## src/rtl/dst_pkg.sv

```systemverilog
// Shared timing constants, counter widths and phase decode for the display
// sync timing generator.
package dst_pkg;

    // Default horizontal timing, in pixel clocks.
    localparam int unsigned H_SYNC_DEF  = 32'd120;
    localparam int unsigned H_BP_DEF    = 32'd64;
    localparam int unsigned H_ACT_DEF   = 32'd800;
    localparam int unsigned H_FP_DEF    = 32'd56;
    localparam int unsigned H_TOTAL_DEF = H_SYNC_DEF + H_BP_DEF + H_ACT_DEF + H_FP_DEF;

    // Default vertical timing, in lines.
    localparam int unsigned V_SYNC_DEF  = 32'd6;
    localparam int unsigned V_BP_DEF    = 32'd23;
    localparam int unsigned V_ACT_DEF   = 32'd600;
    localparam int unsigned V_FP_DEF    = 32'd37;
    localparam int unsigned V_TOTAL_DEF = V_SYNC_DEF + V_BP_DEF + V_ACT_DEF + V_FP_DEF;

    // Default active level of hs and vs.
    localparam logic SYNC_POL_DEF = 1'b1;

    // Counter widths are fixed by the hcnt/vcnt ports.
    localparam int unsigned HCNT_W = 32'd11;
    localparam int unsigned VCNT_W = 32'd10;
    localparam int unsigned H_MAX  = 32'd2048;
    localparam int unsigned V_MAX  = 32'd1024;

    // Phases of a line or a frame, in the order they occur.
    typedef enum logic [1:0] {
        PH_SYNC = 2'd0,
        PH_BP   = 2'd1,
        PH_ACT  = 2'd2,
        PH_FP   = 2'd3
    } phase_e;

    // Map a position on an axis to the phase it falls in.
    function automatic phase_e phase_of(input int unsigned cnt,
                                        input int unsigned sync,
                                        input int unsigned bp,
                                        input int unsigned act);
        phase_e ph;
        if (cnt < sync) begin
            ph = PH_SYNC;
        end else if (cnt < sync + bp) begin
            ph = PH_BP;
        end else if (cnt < sync + bp + act) begin
            ph = PH_ACT;
        end else begin
            ph = PH_FP;
        end
        return ph;
    endfunction

endpackage

```

## src/rtl/dst_axis.sv

```systemverilog
// One timing axis (horizontal or vertical): a wrapping position counter with
// sync, visible-window and terminal-count flags registered from the next count,
// so the flags line up with the count they describe.
module dst_axis
    import dst_pkg::*;
#(
    parameter int unsigned SYNC     = H_SYNC_DEF,
    parameter int unsigned BP       = H_BP_DEF,
    parameter int unsigned ACT      = H_ACT_DEF,
    parameter int unsigned FP       = H_FP_DEF,
    parameter int unsigned W        = HCNT_W,
    parameter logic        SYNC_POL = SYNC_POL_DEF
) (
    input  logic         pclk,
    input  logic         rst,
    input  logic         adv,      // advance enable for this axis
    input  logic         wrap_in,  // upstream axis is at its last count; tie high for the innermost axis
    output logic [W-1:0] count,
    output logic         wrap,     // this axis is at its last count
    output logic         sync,
    output logic         en
);

    localparam int unsigned  TOTAL     = SYNC + BP + ACT + FP;
    localparam logic [W-1:0] LAST      = W'(TOTAL - 32'd1);
    localparam logic [W-1:0] ONE       = W'(32'd1);
    // Flag values that correspond to position 0.
    localparam logic         RST_SYNC  = (SYNC > 32'd0) ? SYNC_POL : ~SYNC_POL;
    localparam logic         RST_EN    = (SYNC == 32'd0) && (BP == 32'd0) && (ACT > 32'd0);
    localparam logic         RST_WRAP  = (TOTAL == 32'd1);

    if ((TOTAL == 32'd0) || (TOTAL > (32'd1 << W))) begin : g_bad_total
        $error("dst_axis: total count %0d does not fit a %0d-bit counter", TOTAL, W);
    end

    logic [W-1:0] count_q, count_d;
    logic         sync_q, sync_d;
    logic         en_q, en_d;
    logic         wrap_q, wrap_d;
    phase_e       phase_s;

    // Next count and the decode of that next count.
    always_comb begin
        count_d = count_q;
        if (adv && wrap_in) begin
            if (wrap_q) begin
                count_d = '0;
            end else begin
                count_d = count_q + ONE;
            end
        end else begin
            count_d = count_q;
        end
        phase_s = phase_of(32'(count_d), SYNC, BP, ACT);
        sync_d  = (phase_s == PH_SYNC) ? SYNC_POL : ~SYNC_POL;
        en_d    = (phase_s == PH_ACT);
        wrap_d  = (count_d == LAST);
    end

    // Count and flag registers with synchronous reset to position 0.
    always_ff @(posedge pclk) begin
        if (rst) begin
            count_q <= '0;
            sync_q  <= RST_SYNC;
            en_q    <= RST_EN;
            wrap_q  <= RST_WRAP;
        end else begin
            count_q <= count_d;
            sync_q  <= sync_d;
            en_q    <= en_d;
            wrap_q  <= wrap_d;
        end
    end

    assign count = count_q;
    assign wrap  = wrap_q;
    assign sync  = sync_q;
    assign en    = en_q;

endmodule

```

## src/rtl/dst.sv

```systemverilog
// Display sync timing generator: horizontal and vertical axis counters with
// registered sync, visible-window and frame-start outputs, all advancing on ce.
module dst
    import dst_pkg::*;
#(
    parameter int unsigned H_SYNC   = H_SYNC_DEF,
    parameter int unsigned H_BP     = H_BP_DEF,
    parameter int unsigned H_ACT    = H_ACT_DEF,
    parameter int unsigned H_FP     = H_FP_DEF,
    parameter int unsigned V_SYNC   = V_SYNC_DEF,
    parameter int unsigned V_BP     = V_BP_DEF,
    parameter int unsigned V_ACT    = V_ACT_DEF,
    parameter int unsigned V_FP     = V_FP_DEF,
    parameter logic        SYNC_POL = SYNC_POL_DEF
) (
    input  logic        pclk,
    input  logic        rst,
    input  logic        ce,
    output logic        hs,
    output logic        vs,
    output logic        hen,
    output logic        ven,
    output logic [10:0] hcnt,
    output logic [9:0]  vcnt,
    output logic        fstart
);

    localparam int unsigned H_TOTAL = H_SYNC + H_BP + H_ACT + H_FP;
    localparam int unsigned V_TOTAL = V_SYNC + V_BP + V_ACT + V_FP;

    if ((H_TOTAL == 32'd0) || (H_TOTAL > H_MAX)) begin : g_bad_h
        $error("dst: H_TOTAL %0d outside 1..%0d", H_TOTAL, H_MAX);
    end
    if ((V_TOTAL == 32'd0) || (V_TOTAL > V_MAX)) begin : g_bad_v
        $error("dst: V_TOTAL %0d outside 1..%0d", V_TOTAL, V_MAX);
    end

    logic h_wrap_s;
    logic v_wrap_s;
    logic v_adv_s;
    logic fstart_q, fstart_d;

    assign v_adv_s = ce && h_wrap_s;

    dst_axis #(
        .SYNC     (H_SYNC),
        .BP       (H_BP),
        .ACT      (H_ACT),
        .FP       (H_FP),
        .W        (HCNT_W),
        .SYNC_POL (SYNC_POL)
    ) u_h_axis (
        .pclk    (pclk),
        .rst     (rst),
        .adv     (ce),
        .wrap_in (1'b1),
        .count   (hcnt),
        .wrap    (h_wrap_s),
        .sync    (hs),
        .en      (hen)
    );

    dst_axis #(
        .SYNC     (V_SYNC),
        .BP       (V_BP),
        .ACT      (V_ACT),
        .FP       (V_FP),
        .W        (VCNT_W),
        .SYNC_POL (SYNC_POL)
    ) u_v_axis (
        .pclk    (pclk),
        .rst     (rst),
        .adv     (v_adv_s),
        .wrap_in (h_wrap_s),
        .count   (vcnt),
        .wrap    (v_wrap_s),
        .sync    (vs),
        .en      (ven)
    );

    // Next position is (0,0) exactly when both axes wrap on an enabled cycle.
    always_comb begin
        fstart_d = fstart_q;
        if (ce) begin
            fstart_d = h_wrap_s && v_wrap_s;
        end else begin
            fstart_d = fstart_q;
        end
    end

    // Frame-start register; reset lands on position (0,0).
    always_ff @(posedge pclk) begin
        if (rst) begin
            fstart_q <= 1'b1;
        end else begin
            fstart_q <= fstart_d;
        end
    end

    assign fstart = fstart_q;

endmodule

```

## config.mk

```make
export PLATFORM = sky130hd
export DESIGN_NAME = dst
export DESIGN_NICKNAME = d
export VERILOG_FILES = /design/src/rtl/dst_pkg.sv /design/src/rtl/dst_axis.sv /design/src/rtl/dst.sv
export SDC_FILE = /design/constraint.sdc
export NUM_CORES = 1
export LEC_CHECK = 0
export ABC_AREA = 1
export CAP_MARGIN = 25
export CORE_ASPECT_RATIO = 1.25
export CORE_UTILIZATION = 53
export CTS_CLUSTER_DIAMETER = 60
export CTS_CLUSTER_SIZE = 20
export DETAILED_ROUTE_END_ITERATION = 10
export PLACE_DENSITY = 0.8
export SLEW_MARGIN = 10
export SYNTH_ARGS = -nofsm -noshare
export SYNTH_HDL_FRONTEND = slang
export SYNTH_HIERARCHICAL = 1
export SYNTH_SLANG_ARGS = --single-unit
```

## constraint.sdc

```tcl
create_clock -name pclk -period 1.82 [get_ports pclk]
set_input_delay 0.364 -clock pclk [delete_from_list [all_inputs] [get_ports pclk]]
set_output_delay 0.364 -clock pclk [all_outputs]
set_load 0.01 [all_outputs]
```

======== After elaboration in Yosys (flattened, before gate mapping) ========
Cells that the tools add are included.
operators by class
  $add $sub $neg .......................... 2
  multipliers ............................. 0
  div/mod/pow operators ................... 0
  magnitude comparators ................... 6
  equality and inequality tests ........... 4
  shift operators ......................... 0
  muxes and demuxes ....................... 12
  bitwise gates (word level) .............. 0
  reduce and logical (&&, ||, !) cells .... 5
operators by type and width
  cell                                                                     count
  11-bit 2-to-1 mux                                                        2
  10-bit 2-to-1 mux                                                        2
  11-bit by 1-bit adder with 11-bit output (second input constant)         1
  11-bit == test (second input constant)                                   1
  11-bit by 10-bit < comparator with 1-bit output (second input constant)  1
  11-bit by 7-bit < comparator with 1-bit output (second input constant)   1
  11-bit by 8-bit < comparator with 1-bit output (second input constant)   1
  10-bit by 1-bit adder with 10-bit output (second input constant)         1
  10-bit == test (second input constant)                                   1
  10-bit < comparator (second input constant)                              1
  10-bit by 3-bit < comparator with 1-bit output (second input constant)   1
  10-bit by 5-bit < comparator with 1-bit output (second input constant)   1
  2-bit 2-to-1 mux                                                         4
  2-bit == test (second input constant)                                    2
  2-bit zero test                                                          2
  1-bit 2-to-1 mux                                                         4
  1-bit logical AND                                                        3
word-level totals
  register bits ........................... 28
  latch bits .............................. 0
  RAM bits ................................ 0
  bits in read-only memories .............. 0
  input bits .............................. 3
  logic and storage cells ................. 38
  memories kept ........................... 0

======== Depth between registers and ports, before layout ========
  word-level depth ........................ 9
  mapped depth ............................ 14
  gate-level depth less buffers ........... 14

======== Cells and area by module ========
Netlist, hierarchy kept.
modules (own cells, without submodules)
  module                instances  cells an instance  area each (sq um)
  dst_axis at u_h_axis  1          124                858.3
  dst_axis at u_v_axis  1          120                800.8
  dst                   1          9                  52.6

======== Worst setup path before layout ========
Ideal clock, no wire load.
  kind .................................... reg2reg
  start point ............................. register u_v_axis.count_q[0], in the netlist u_v_axis/count[0]
  end point ............................... register u_v_axis.en_q, in the netlist u_v_axis/en
  library setup time ...................... 0.125 ns
  arrival ................................. 1.359 ns
  slack ................................... 0.335 ns
  cell stages (with the launch flop) ...... 11
  period minus slack after synthesis ...... 1.485 ns
  cell sequence ........................... dfxtp_1 -> ha_1 -> inv_1 -> nor2_2 -> nand4_1 -> nand3_1 -> nand2_1 -> nor2_2 -> nand2_1 -> nand2_1 -> nor2_2
between the ends
  cells in the longest elaborated chain, start to end .. 8
  elaborated cells on any way between the ends .. 10
ends and longest elaborated chain
  element                                   line            RTL
  start, declared                           dst_axis.sv:36  logic [W-1:0] count_q, count_d;
  start signal, assigned                    dst_axis.sv:68  count_q <= count_d;
  10-bit by 1-bit adder with 10-bit output  dst_axis.sv:49  count_d = count_q + ONE;
  10-bit 2-to-1 mux                         dst_axis.sv:46  if (wrap_q) begin
  10-bit 2-to-1 mux *                       dst_axis.sv:45  if (adv && wrap_in) begin
  10-bit < comparator                       dst_pkg.sv:46   end else if (cnt < sync + bp + act) begin
  1-bit 2-to-1 mux                          dst_pkg.sv:46
  2-bit 2-to-1 mux                          dst_pkg.sv:44   end else if (cnt < sync + bp) begin
  2-bit 2-to-1 mux *                        dst_pkg.sv:42   if (cnt < sync) begin
  2-bit == test *                           dst_axis.sv:56  en_d = (phase_s == PH_ACT);
  end signal, assigned                      dst_axis.sv:70  en_q <= en_d;
  end, declared                             dst_axis.sv:38  logic en_q, en_d;
Mark *: on every way between the ends. The rest lies on a longest branch, timed or not.
A chain may end at the register's enable or synchronous reset.

======== Final worst setup path ========
  start point ............................. register u_v_axis.count_q[3], in the netlist u_v_axis/count[3]
  end point ............................... output port vcnt[3]
RTL lines
  element        line       RTL
  end, declared  dst.sv:24  output logic [9:0] vcnt,
No word-level cell between the ends.

==> summary.txt <==
Setup path
  – Top delay family on crit path: buffers and inverters
  – Kind of critical path: reg2out
  – Critical Path Max Stage Delay: 0.58 ns
  – Reg2reg end: u_h_axis/wrap$_SDFF_PP0_
  – Slowest cell on the critical path: clkdlybuf4s50_1
  – CP Launch Type: register
  – Critical Path Start: u_v_axis/count[3]$_SDFF_PP0_
  – Reg2Reg Depth: 11
  – Crit-path max FO: 5
  – R2R Path Start: u_h_axis/count[0]$_SDFF_PP0_
  – Critical-path cell list: clkdlybuf4s50_1
  – R2R Setup Slk: 0.21 ns
  – Worst Path Arrival: 1.36 ns
  – Worst Path Required: 1.46 ns
  – CP endpoint kind: primary output
  – Crit path buf inv count: 1

Drt
  – ANT nets after route: 0
  – Drt first-iter violations: 48
  – Pre-Repair DR Iteration Count: 4
  – DRC: 0
  – DR WL/cell: 11.3 µm
  – Post-Route WL: 3950 µm
  – Vias per Instance: 5.02
  – Total number of vias: 1,753

Timing
  – Number of setup violations in the final report: 0
  – Hold Violations, Final: 0
  – Crit share post-route: 0.948
  – Fin Setup TNS: 0 ns
  – PnR worst setup slack: 0.0951 ns
  – Final setup skew: 0.0117 ns
  – F_max: 580 MHz
  – WHS: 0.384 ns
  – Post-layout min period: 1.72 ns
  – Final Max Slew Viols: 0
  – RSZ-0062 raised after global routing: no

GRT
  – First-pass GRT wire length: 6730 µm
  – Number of global-route vias before repair: 1,689
  – Grt ovf: 0
  – Initial antenna violation count: 0
  – GR Util All Layers: 0.259
  – Largest net degree at the start of global routing: 16

Clock tree
  – Post-CTS Setup Repair Bufs: 0
  – Root buf cell: clkbuf_4
  – Clk_lat worst skew: 0.33 ns
  – Clk slew on worst S/H paths: 0.15 ns
  – Bufs on Longest Clock Path: 2
  – TritonCTS clock tree: done
  – CTS sink count: 28
  – H-tree depth: 1
  – Clock buffers created by TritonCTS: 3

Yosys
  – Synthesis-stage register bit count: 28
  – Largest family of logic cells by synthesized area: simple AND/OR/NAND/NOR gates
  – Synth Area in Compound Gates: 0.0614
  – Synth cell types: 31
  – Multiplexer share of the synthesized area: 0
  – Post-Synthesis Cells: 253
  – Synthesis warning total: 6
  – Yosys top cell area share: 0.327
  – Top cells by area, synth: dfxtp_1 (33%), nand2_1 (12%), inv_1 (7.9%)
  – Cell area after synthesis: 1710 µm²
  – Adder-Cell Fraction of Synth Area: 0.0146
  – Mean Syn Cell Area: 6.77 µm²
  – Post-synthesis xor/xnor area fraction: 0.0102
  – Proportion of synthesized chip area in sequential cells: 0.327
  – Synth area leader: dfxtp_1
  – Simple-gate share of the synthesized area: 0.480

Power
  – Leakage: 1.11 nW
  – Peak supply drop: 0.367 mV
  – Pwr Density: 424 nW/µm²

Die
  – Core Rows: 22
  – I/O Pins: 29
  – Die width: 52.8 µm
  – Die footprint: 3460 µm²
  – Die H: 65.5 µm
  – Initial Utilization: 0.570
  – Core Area: 3000 µm²

Min path
  – Hold Crit Class: in2reg
  – Hold Crit Start: ce
  – Hold Path Sink: fstart$_SDFFE_PP1P_
  – WHS Path Cells: 3

Layout
  – Fin cells: 349
  – ANT cells: 0
  – Max reg flops: 11
  – Area Growth Syn to Fin: 34.1%
  – Utilization after layout: 0.765
  – Share of cells above drive strength 1: 0.262
  – NumNets Final: 319

Place
  – Placed cell count: 345
  – Port buffer count: 28
  – GPL Wtd Cong: 0.848
  – Pre-CTS WS: -0.345 ns
  – HPWL after DPL: 3170 µm

Flow run
  – Max-cap violations: 0

Run status
  – Run status: finished, final reports clean
## cell families (layout without fill, tap and decap cells)
family,Yosys count,after routing
fa+ha+maj,2,2
flops,28,28
simple gates,159,159
buf+inv,46,105
compound gates,15,15
xor+xnor,2,2
other cells,1,2
## cells in the final DEF, fill, tap and decap left out, types with 2 or more instances in the layout
master	instances
nor2_2	9
nand4_1	6
o21ai_0	2
dfxtp_2	4
nor2_4	3
o21ai_1	2
clkdlybuf4s50_1	27
ha_1	2
nand3_1	25
dfxtp_1	24
clkbuf_4	3
inv_1	36
nand2_1	56
o21bai_2	3
nor3_2	2
buf_4	29
inv_4	2
nand3_2	10
a21oi_1	4
inv_2	5
nor2_1	35
conb_1	2
nand2_4	2
nand2_2	7
o21bai_1	2
## cell type report
| type | count | area, µm² |
|---|---|---|
| flip-flops and latches | 28 | 566 |
| inverters | 44 | 170 |
| well taps | 36 | 45.0 |
| clock buffers | 4 | 36.3 |
| repair buffers | 57 | 500 |
| fillers | 247 | 706 |
| multi-input cells | 180 | 977 |
## power breakdown
group	leakage (nW)	total, mW	internal (mW)	switching (mW)
registers	0.228	0.621	0.618	0.00307
clock network	0.0210	0.298	0.122	0.176
logic	0.861	0.0537	0.0241	0.0296
## metrics by stage
step           instance area (µm²)  total power [mW]
6_report                      2290             0.973
2_1_floorplan                 1720             0.657
3_5_place_dp                  2250             0.687
4_1_cts                       2290             0.987
5_1_grt                       2290              1.01
3_3_place_gp                  2250             0.686
## routing by layer
layer  vias to the layer above  routed length (µm)  part of all wire  GRT usage
met5                         -                   0                 0          0
met4                         0                  78             0.020      0.102
met3                         8                  83             0.021     0.0301
met2                        34                2180              0.55      0.527
met1                       803                1620              0.41      0.248
li1                        908                   -                 -          -
## Yosys cell counts, drive strengths merged
cell,count
nand4,6
o21ai,4
clkbuf,2
o21a,1
dfxtp,28
nor2,48
nor3,3
xor2,1
nand3b,1
inv,43
o2111ai,1
a21oi,4
nand2,65
xnor2,1
nand3,35
and2,1
conb,1
ha,2
clkinv,1
o21bai,5
## timing repair
action / in CTS / in global routing
resized for setup: 0 / 5
hold buffers: 0 / 0
setup endpoints to repair: 0 / 6
## worst max-delay path by stage
| stage | cells past startpoint | end | slack, ns |
|---|---|---|---|
| floorplan | 10 | u_v_axis/en$_SDFF_PP0_ | 0.34 |
| global placement | 11 | u_v_axis/wrap$_SDFF_PP0_ | -0.31 |
| finish | 1 | vcnt[3] | 0.1 |
| CTS | 14 | u_v_axis/en$_SDFF_PP0_ | 0.009 |
| global route | 1 | vcnt[3] | 0.01 |
| detailed placement | 14 | u_v_axis/en$_SDFF_PP0_ | -0.35 |
## worst reg2reg max path, cell delays in order (launching register included)
cell	delay, ns
dfxtp_2	0.36
ha_1	0.20
nand2_1	0.16
nor2_4	0.06
inv_2	0.08
buf_4	0.10
nand2_1	0.06
nor2_1	0.08
nand3_1	0.10
nor2_1	0.11
nand4_1	0.11
nor3_2	0.11
Power figures use the tool's default switching activity.
